--- config.mk ---
export PLATFORM = sky130hd
export DESIGN_NAME = keccak_round_scheduler
export DESIGN_NICKNAME = d
export VERILOG_FILES = /design/src/rtl/keccak_round_scheduler.sv
export SDC_FILE = /design/constraint.sdc
export NUM_CORES = 1
export LEC_CHECK = 0
export CORE_ASPECT_RATIO = 0.75
export CORE_MARGIN = 5
export CORE_UTILIZATION = 49
export CTS_CLUSTER_SIZE = 25
export DETAILED_ROUTE_END_ITERATION = 8
export GPL_ROUTABILITY_DRIVEN = 1
export HOLD_SLACK_MARGIN = 0.15
export PLACE_DENSITY = 0.77
export SLEW_MARGIN = 20
export SYNTH_ARGS = -nofsm -noshare
export SYNTH_HDL_FRONTEND = slang
export SYNTH_SLANG_ARGS = --single-unit
--- constraint.sdc ---
create_clock -name clk -period 2.8 [get_ports clk]
set_clock_uncertainty 0.1 [all_clocks]
set_input_delay 0.56 -clock clk [delete_from_list [all_inputs] [get_ports clk]]
set_output_delay 0.56 -clock clk [all_outputs]
set_load 0.005 [all_outputs]
--- src/rtl/keccak_round_scheduler.sv ---
// Round/stage sequencer for the Keccak permutation: launches the theta..iota engines in
// order for NROUNDS rounds, with a debug stage mask and a per-stage hang watchdog.
module keccak_round_scheduler #(
  parameter int NROUNDS = 22,
  parameter int RIDX_W  = 5,
  parameter int TIMEOUT = 255
) (
  input  logic              clk,
  input  logic              rst,
  input  logic              start,
  input  logic              abort,
  input  logic [4:0]        stage_mask,
  input  logic [4:0]        stage_done,
  output logic [4:0]        stage_start,
  output logic [2:0]        stage_idx,
  output logic [RIDX_W-1:0] round_idx,
  output logic              last_round,
  output logic              busy,
  output logic              done,
  output logic              err
);

  localparam logic [2:0] S_IDLE   = 3'd0;
  localparam logic [2:0] S_LAUNCH = 3'd1;
  localparam logic [2:0] S_WAIT   = 3'd2;
  localparam logic [2:0] S_NEXT   = 3'd3;
  localparam logic [2:0] S_DONE   = 3'd4;
  localparam logic [2:0] S_ERR    = 3'd5;

  localparam logic [RIDX_W-1:0] LAST_RND = RIDX_W'(NROUNDS - 1);
  localparam logic [7:0]        WD_LAST  = 8'(TIMEOUT - 1);

  logic [2:0]        state;
  logic [2:0]        state_nxt;
  logic [4:0]        mask_q;
  logic [4:0]        mask_nxt;
  logic [2:0]        stage_nxt;
  logic [RIDX_W-1:0] round_nxt;
  logic [7:0]        wd;
  logic [7:0]        wd_nxt;
  logic [7:0]        done_ext;
  logic [3:0]        first_new;
  logic [3:0]        first_cur;
  logic [3:0]        first_up;
  logic              busy_nxt;

  // Lowest enabled stage at or above lo; bit 3 flags that one exists.
  function automatic logic [3:0] first_enabled(input logic [4:0] m, input logic [2:0] lo);
    logic [3:0] r;
    r = 4'd0;
    for (int s = 4; s >= 0; s--) begin
      if (m[s] && (3'(s) >= lo)) r = {1'b1, 3'(s)};
    end
    return r;
  endfunction

  assign done_ext  = {3'b000, stage_done};
  assign first_new = first_enabled(stage_mask, 3'd0);
  assign first_cur = first_enabled(mask_q, 3'd0);
  assign first_up  = first_enabled(mask_q, stage_idx + 3'd1);

  always_comb begin
    state_nxt = state;
    mask_nxt  = mask_q;
    stage_nxt = stage_idx;
    round_nxt = round_idx;
    wd_nxt    = wd;
    case (state)
      S_IDLE, S_ERR: begin
        if (start) begin
          mask_nxt  = stage_mask;
          round_nxt = '0;
          stage_nxt = first_new[2:0];
          state_nxt = first_new[3] ? S_LAUNCH : S_DONE;
        end
      end
      S_LAUNCH: begin
        wd_nxt    = 8'd0;
        state_nxt = S_WAIT;
      end
      S_WAIT: begin
        wd_nxt = wd + 8'd1;
        if (done_ext[stage_idx]) begin
          state_nxt = S_NEXT;
        end else if (wd == WD_LAST) begin
          state_nxt = S_ERR;
        end
      end
      S_NEXT: begin
        if (first_up[3]) begin
          stage_nxt = first_up[2:0];
          state_nxt = S_LAUNCH;
        end else if (round_idx == LAST_RND) begin
          state_nxt = S_DONE;
        end else begin
          round_nxt = round_idx + RIDX_W'(1);
          stage_nxt = first_cur[2:0];
          state_nxt = S_LAUNCH;
        end
      end
      S_DONE:  state_nxt = S_IDLE;
      default: state_nxt = S_IDLE;
    endcase
    // Abort overrides both a coincident done and a watchdog expiry.
    if (abort && (state == S_LAUNCH || state == S_WAIT || state == S_NEXT)) begin
      state_nxt = S_IDLE;
      round_nxt = '0;
      stage_nxt = 3'd0;
    end
  end

  assign busy_nxt = (state_nxt == S_LAUNCH) || (state_nxt == S_WAIT) || (state_nxt == S_NEXT);

  always_ff @(posedge clk or negedge rst) begin
    if (!rst) begin
      state      <= S_IDLE;
      mask_q     <= 5'd0;
      stage_idx  <= 3'd0;
      round_idx  <= '0;
      wd         <= 8'd0;
      busy       <= 1'b0;
      done       <= 1'b0;
      err        <= 1'b0;
      last_round <= 1'b0;
    end else begin
      state      <= state_nxt;
      mask_q     <= mask_nxt;
      stage_idx  <= stage_nxt;
      round_idx  <= round_nxt;
      wd         <= wd_nxt;
      busy       <= busy_nxt;
      done       <= (state_nxt == S_DONE);
      err        <= (state_nxt == S_ERR);
      last_round <= busy_nxt && (round_nxt == LAST_RND);
    end
  end

  // The launch pulse is decoded, so it still appears in a LAUNCH cycle that is being aborted.
  assign stage_start = (state == S_LAUNCH) ? (5'd1 << stage_idx) : 5'd0;

endmodule

# --- Word level (Yosys, flattened, before mapping) ---
# Cells that the tools add are included.
totals:
  wordCells: 87
  input_bits: 14
  ff_bits: 28
op_classes:
  n_eq_ne: 14
  shift: 1
  n_reduce_logical: 17
  add_sub_neg: 3
  n_mux: 37
  n_lt_le_gt_ge: 6
ops:
  columns: ["cell", "count"]
  rows:
  - ["$mux 3", 16]
  - ["$mux 4", 10]
  - ["$mux 5", 5]
  - ["$pmux 8 s2", 1]
  - ["$eq 3x2->1 const B", 4]
  - ["$pmux 3 s4", 1]
  - ["$eq 5x5->1 const B", 2]
  - ["$pmux 5 s2", 1]
  - ["$eq 3x3->1 const B", 3]
  - ["$add 8x1->8 const B", 1]
  - ["$eq 8x8->1 const B", 1]
  - ["$logic_and 1x1->1", 7]
  - ["$eq 3x1->1 const B", 2]
  - ["$ge 1x3->1 const A", 2]
  - ["$ge 2x3->1 const A", 2]
  - ["$pmux 3 s2", 1]
  - ["$add 5x1->5 const B", 1]
  - ["$shl 1x3->5 const A", 1]
  - ["$logic_or 1x1->1", 4]
  - ["$lt 3x4->1 const B", 1]
  - ["$ne 4x3->1 const B", 1]
  - ["$add 3x1->3 const B", 1]
  - ["$bmux 1 s3", 1]
  - ["$ge 3x3->1 const A", 1]
  - ["8 further kinds", 8]

# --- Longest topological paths before layout ---
depth:
  depth_word: 15
  mapped_depth: 9
  depth_no_buf: 8

# --- Worst setup path after synthesis ---
# OpenSTA, ideal clock, no wires.
synth_timing:
  kind: "flip-flop to flip-flop"
  startpoint: "register stage_idx[0]"
  endpoint: "register last_round"
  path_slack_ns: 0.082
  arrival_time_ns: 2.522
  period_less_slack_ns: 2.718
  path_buffers: 1
  stages_incl_launch_ff: 10
  t_required_ns: 2.604
  cell_sequence: "dfrtp_1 -> buf_6 -> inv_1 -> ha_1 -> and3b_4 -> o31ai_4 -> nand4_1 -> a32o_2 -> or4_4 -> nor4_2"
synth_via:
  word_cells_on_any_way: 32
synth_lines:
  columns: ["item", "line_no", "text"]
  rows:
  - ["start, declared", "15", "output logic [2:0] stage_idx,"]
  - ["start signal, assigned", "128", "stage_idx <= stage_nxt;"]
  - ["$add 3x1->3 (*)", "60", "assign first_up = first_enabled(mask_q, stage_idx + 3'd1);"]
  - ["$ge 3x3->1", "52", "if (m[s] && (3'(s) >= lo)) r = {1'b1, 3'(s)};"]
  - ["$logic_and 1x1->1", "52", null]
  - ["$mux 4 (4 in a row)", "52", null]
  - ["$mux 4 (*)", "52", null]
  - ["$mux 5 (*)", "90", "if (first_up[3]) begin"]
  - ["$pmux 5 s2 (*)", "68", "case (state)"]
  - ["$mux 5 (*)", "105", "if (abort && (state == S_LAUNCH || state == S_WAIT || state == S_NEXT)) begin"]
  - ["named net round_nxt[3]", "38", "logic [RIDX_W-1:0] round_nxt;"]
  - ["$eq 5x5->1 (*)", "134", "last_round <= busy_nxt && (round_nxt == LAST_RND);"]
  - ["$logic_and 1x1->1 (*)", "134", null]
  - ["end signal, assigned", "134", null]
  - ["end, declared", "17", "output logic last_round,"]
# Mark *: on every way through the listed nets, which the timed path passes. The rest lies on a longest branch. The select of a mux whose other input is x is not followed.
# A chain may end at the register's enable or synchronous reset.

# --- Worst setup path after layout ---
# Ends and elaborated chain as after synthesis.

==> run_results.csv <==
group,metric,value,unit
sta,hold_viol_final,0,
setup_path,cp-end-kind,"register",
detailed_routing,wire_per_inst,15.0,um
setup_path,criticalPathCategory,"register to register",
power,powerDensity,929,mW/mm2
yosys,yosys_most_used_dff,"dfrtp_1",
setup_path,timing.rr.start,"stage_idx[0]$_DFFE_PN0P_",
worst_hold_path,hold_path_class,"register to register",
yosys,yosys_warnings,0,
yosys,synth_seq_area_share,35.4,%
sta,finalMaxSlewViolations,0,
power,ir_worst_vdd,0.000499,V
placement,dpl_cell_area,0.00248,mm2
sta,post-route-period-util,96.2,%
floorplanning,core_region_area,0.00398,mm2
setup_path,crit_buf_inv,1,
detailed_routing,route.detailed.drc,0,
setup_path,reg2reg_depth,8,
yosys,syn_nets,242,
yosys,syn-cell-area,0.00198,mm2
finish,drive_gt1_share,16.5,%
yosys,synth_largest_area_cell,"dfrtp_1",
yosys,syn_inst,218,
setup_path,cp.depth,8,
floorplanning,die_h,65.1,um
status,outcome,"finished, final reports clean",
setup_path,cp.required,2.89,ns
clocking,clock_latency,0.28,ns
power,power_frac_seq,26.5,%
worst_hold_path,hold_start,"wd[7]$_DFFE_PN0P_",
detailed_routing,wl,4.84,mm
floorplanning,dieArea,0.00543,mm2
placement,dp_worst_setup_slack,0.0254,ns
placement,dp_hpwl,3.63,mm
global_routing,gr-total-overflow,0,
sta,setup_viol,0,
power,comb_power_share,63.0,%
detailed_routing,first_pass_iters,4,
sta,worst_pin_slew,0.483,ns
power,power.switching,1.08,mW
power,clockPowerShare,10.5,%
finish,syn2layout_area_growth,31.6,%
power,total_power,2.42,mW
finish,final_nets,292,
floorplanning,ioPinCount,31,
yosys,synthArstFlopShare,100,%
yosys,yosys-top-cells-area,"dfrtp_1, ha_1, nor2_1, mux2i_1, nand3_1",
worst_hold_path,hold_depth,1,
global_routing,grt_pass1_vias,1725,
sta,max_slew_margin,67.0,%
yosys,synth.distinct_cells,59,
placement,io_buffer_count,30,
power,p_int,1.35,mW
setup_path,cp-startpoint,"stage_idx[0]$_DFFE_PN0P_",
detailed_routing,ant_nets,0,
clocking,hold_buffers,0,
clocking,cts_root_buf,"clkbuf_8",
clocking,cts_setup_buffers,0,
clocking,clk_path_buf_depth,2,
power,swShare,44.4,%
run,drv_cap,0,
yosys,ys_seq_elements,28,
global_routing,antenna_found_initial,0,
finish,diodes,0,
sta,tns,0,ns
global_routing,grt_use_total,18.2,%
global_routing,grt_pass1_wl,8.05,mm
setup_path,start_kind,"register",
placement,globalplace.congestion,0.868,
sta,fin_crit,2.69,ns
setup_path,cp.arrival,2.78,ns
setup_path,crit_fanout,5,
setup_path,cpLargestDelayFamily,"simple AND/OR/NAND/NOR gates",
global_routing,grt_max_degree,29,
power,power.leakage,1.11,nW
detailed_routing,dr_total_vias,1852,
yosys,synth_top_area_share,35.4,%
setup_path,cpPeakStageDelay,0.55,ns
setup_path,crit_slowest_cell,"or4_4",
detailed_routing,drtIter0Drc,202,
floorplanning,initial_core_util,49.8,%
floorplanning,die_width,83.4,um
clocking,cts_tree,"done",
yosys,post_synth.cell_area_avg,9.09,um2
clocking,htree_num_levels,1,
yosys,synth-edff-count,0,
finish,design_area,0.00261,mm2
detailed_routing,viasPerCell,5.75,
sta,worst_slack,0.108,ns
clocking,clk_pin_slew,0.10,ns
clocking,cts_inserted_buffers,3,
clocking,cts_sinks,28,
setup_path,crit_chain,"inv_1 > ha_4 > and3b_4 > o31ai_4 > nand4_1 > a32o_2 > or4_4 > nor4_4",
floorplanning,num_rows,20,
sta,max_freq,371,MHz
finish,finalCoreUtilization,65.5,%
## flip-flops by register name, indices dropped and copies added (netlist names)
| register | flops |
|---|---|
| busy | 1 |
| done | 1 |
| err | 1 |
| last_round | 1 |
| mask_q | 5 |
| round_idx | 5 |
| stage_idx | 3 |
| state | 3 |
| wd | 8 |
## placed cells by master (no fill, tap or decap), types with 5 or more instances in the layout
| cell | synthesis | final |
|---|---|---|
| clkdlybuf4s50_1 | 0 | 30 |
| o21ai_0 | 8 | 8 |
| nor2_1 | 20 | 20 |
| a211oi_1 | 5 | 5 |
| ha_1 | 10 | 7 |
| a31oi_1 | 6 | 6 |
| buf_4 | 0 | 22 |
| inv_1 | 11 | 11 |
| nand3_1 | 10 | 10 |
| dfrtp_1 | 28 | 27 |
| nand2_1 | 10 | 10 |
| mux2i_1 | 6 | 6 |
| o21ai_1 | 8 | 8 |
| and3_1 | 6 | 6 |
| a21oi_1 | 7 | 7 |
| nor4_1 | 6 | 5 |
| nor2b_1 | 5 | 5 |
## power by group through the flow
stage	Combinational (mW)	Clock, mW	Sequential [mW]
4_1_cts	1.40	0.263	0.634
2_1_floorplan	0.885	0	0.602
6_report	1.53	0.255	0.641
3_3_place_gp	1.35	0	0.639
5_1_grt	1.67	0.274	0.661
3_5_place_dp	1.37	0	0.641
## through the flow
stage | cells | hold WS (ns)
floorplan | 218 | 0.164
global placement | 318 | 0.364
detailed placement | 318 | 0.401
CTS | 322 | 0.413
global route | 322 | 0.438
finish | 322 | 0.409
## per-layer routing
| layer | global-route usage, % | part of all wire [%] | wire length (um) | vias up |
|---|---|---|---|---|
| li1 | - | - | - | 911 |
| met1 | 25.6 | 48 | 2310 | 870 |
| met2 | 28.7 | 43 | 2090 | 66 |
| met3 | 4.70 | 8.1 | 390 | 5 |
| met4 | 3.61 | 0.83 | 40 | 0 |
| met5 | 0 | 0 | 0 | - |
## kinds of logic after synthesis
kind of cell,after synthesis,synth area share [%]
AND/OR/NAND/NOR,89,25.1
AO/OA/AOI/OAI,58,22.0
flip-flops,28,35.4
buffers and inverters,19,4.23
multiplexers,10,5.30
adder cells (fa/ha/maj),10,6.31
XOR/XNOR,4,1.77
## worst register-to-register path: stages (launching register included)
cell     delay, ns
dfrtp_1       0.42
inv_1         0.11
ha_4          0.29
and3b_4       0.21
o31ai_4       0.30
nand4_1       0.13
a32o_2        0.29
or4_4         0.55
nor4_4        0.21
## area by class of cell
class | instances | area, um2
Timing Repair Buffer | 52 | 465
Sequential cell | 28 | 702
Multi-Input combinational cell | 171 | 1270
Fill cell | 323 | 1370
Clock buffer | 4 | 55.1
Tap cell | 55 | 68.8
Inverter | 12 | 45.0
## synth_stat cells, types with 2 or more instances
cell type	count
a22o_1	2
o31a_1	3
a21oi_1	7
dfrtp_1	28
nor4_1	6
a31oi_1	6
and3_1	6
o21ai_1	8
nand4_1	3
a211oi_1	5
clkbuf_1	2
o21ai_0	8
nor2_1	20
nand2_1	10
or3_1	3
nand3_1	10
nor2b_1	5
nor3_1	5
inv_1	11
nand3b_1	2
buf_2	4
mux2_1	4
mux2i_1	6
nand2b_1	4
ha_1	10
and2_1	4
xor2_1	3
o22ai_1	2
## path summary, 6_finish.rpt
| path | to | slack, ns |
|---|---|---|
| max | last_round$_DFF_PN0_ | 0.11 |
| max reg2reg | last_round$_DFF_PN0_ | 0.11 |
| min in group asynchronous | wd[0]$_DFFE_PN0P_ | 0.55 |
| max in group asynchronous | stage_idx[1]$_DFFE_PN0P_ | 1.75 |
| min | wd[7]$_DFFE_PN0P_ | 0.41 |
| min reg2reg | wd[7]$_DFFE_PN0P_ | 0.41 |
## what timing repair did
action	4_1_cts	5_1_grt
endpoints found under the setup margin	1	7
pin swaps	0	2
gates resized for setup	2	10
Power figures use the tool's default switching activity.
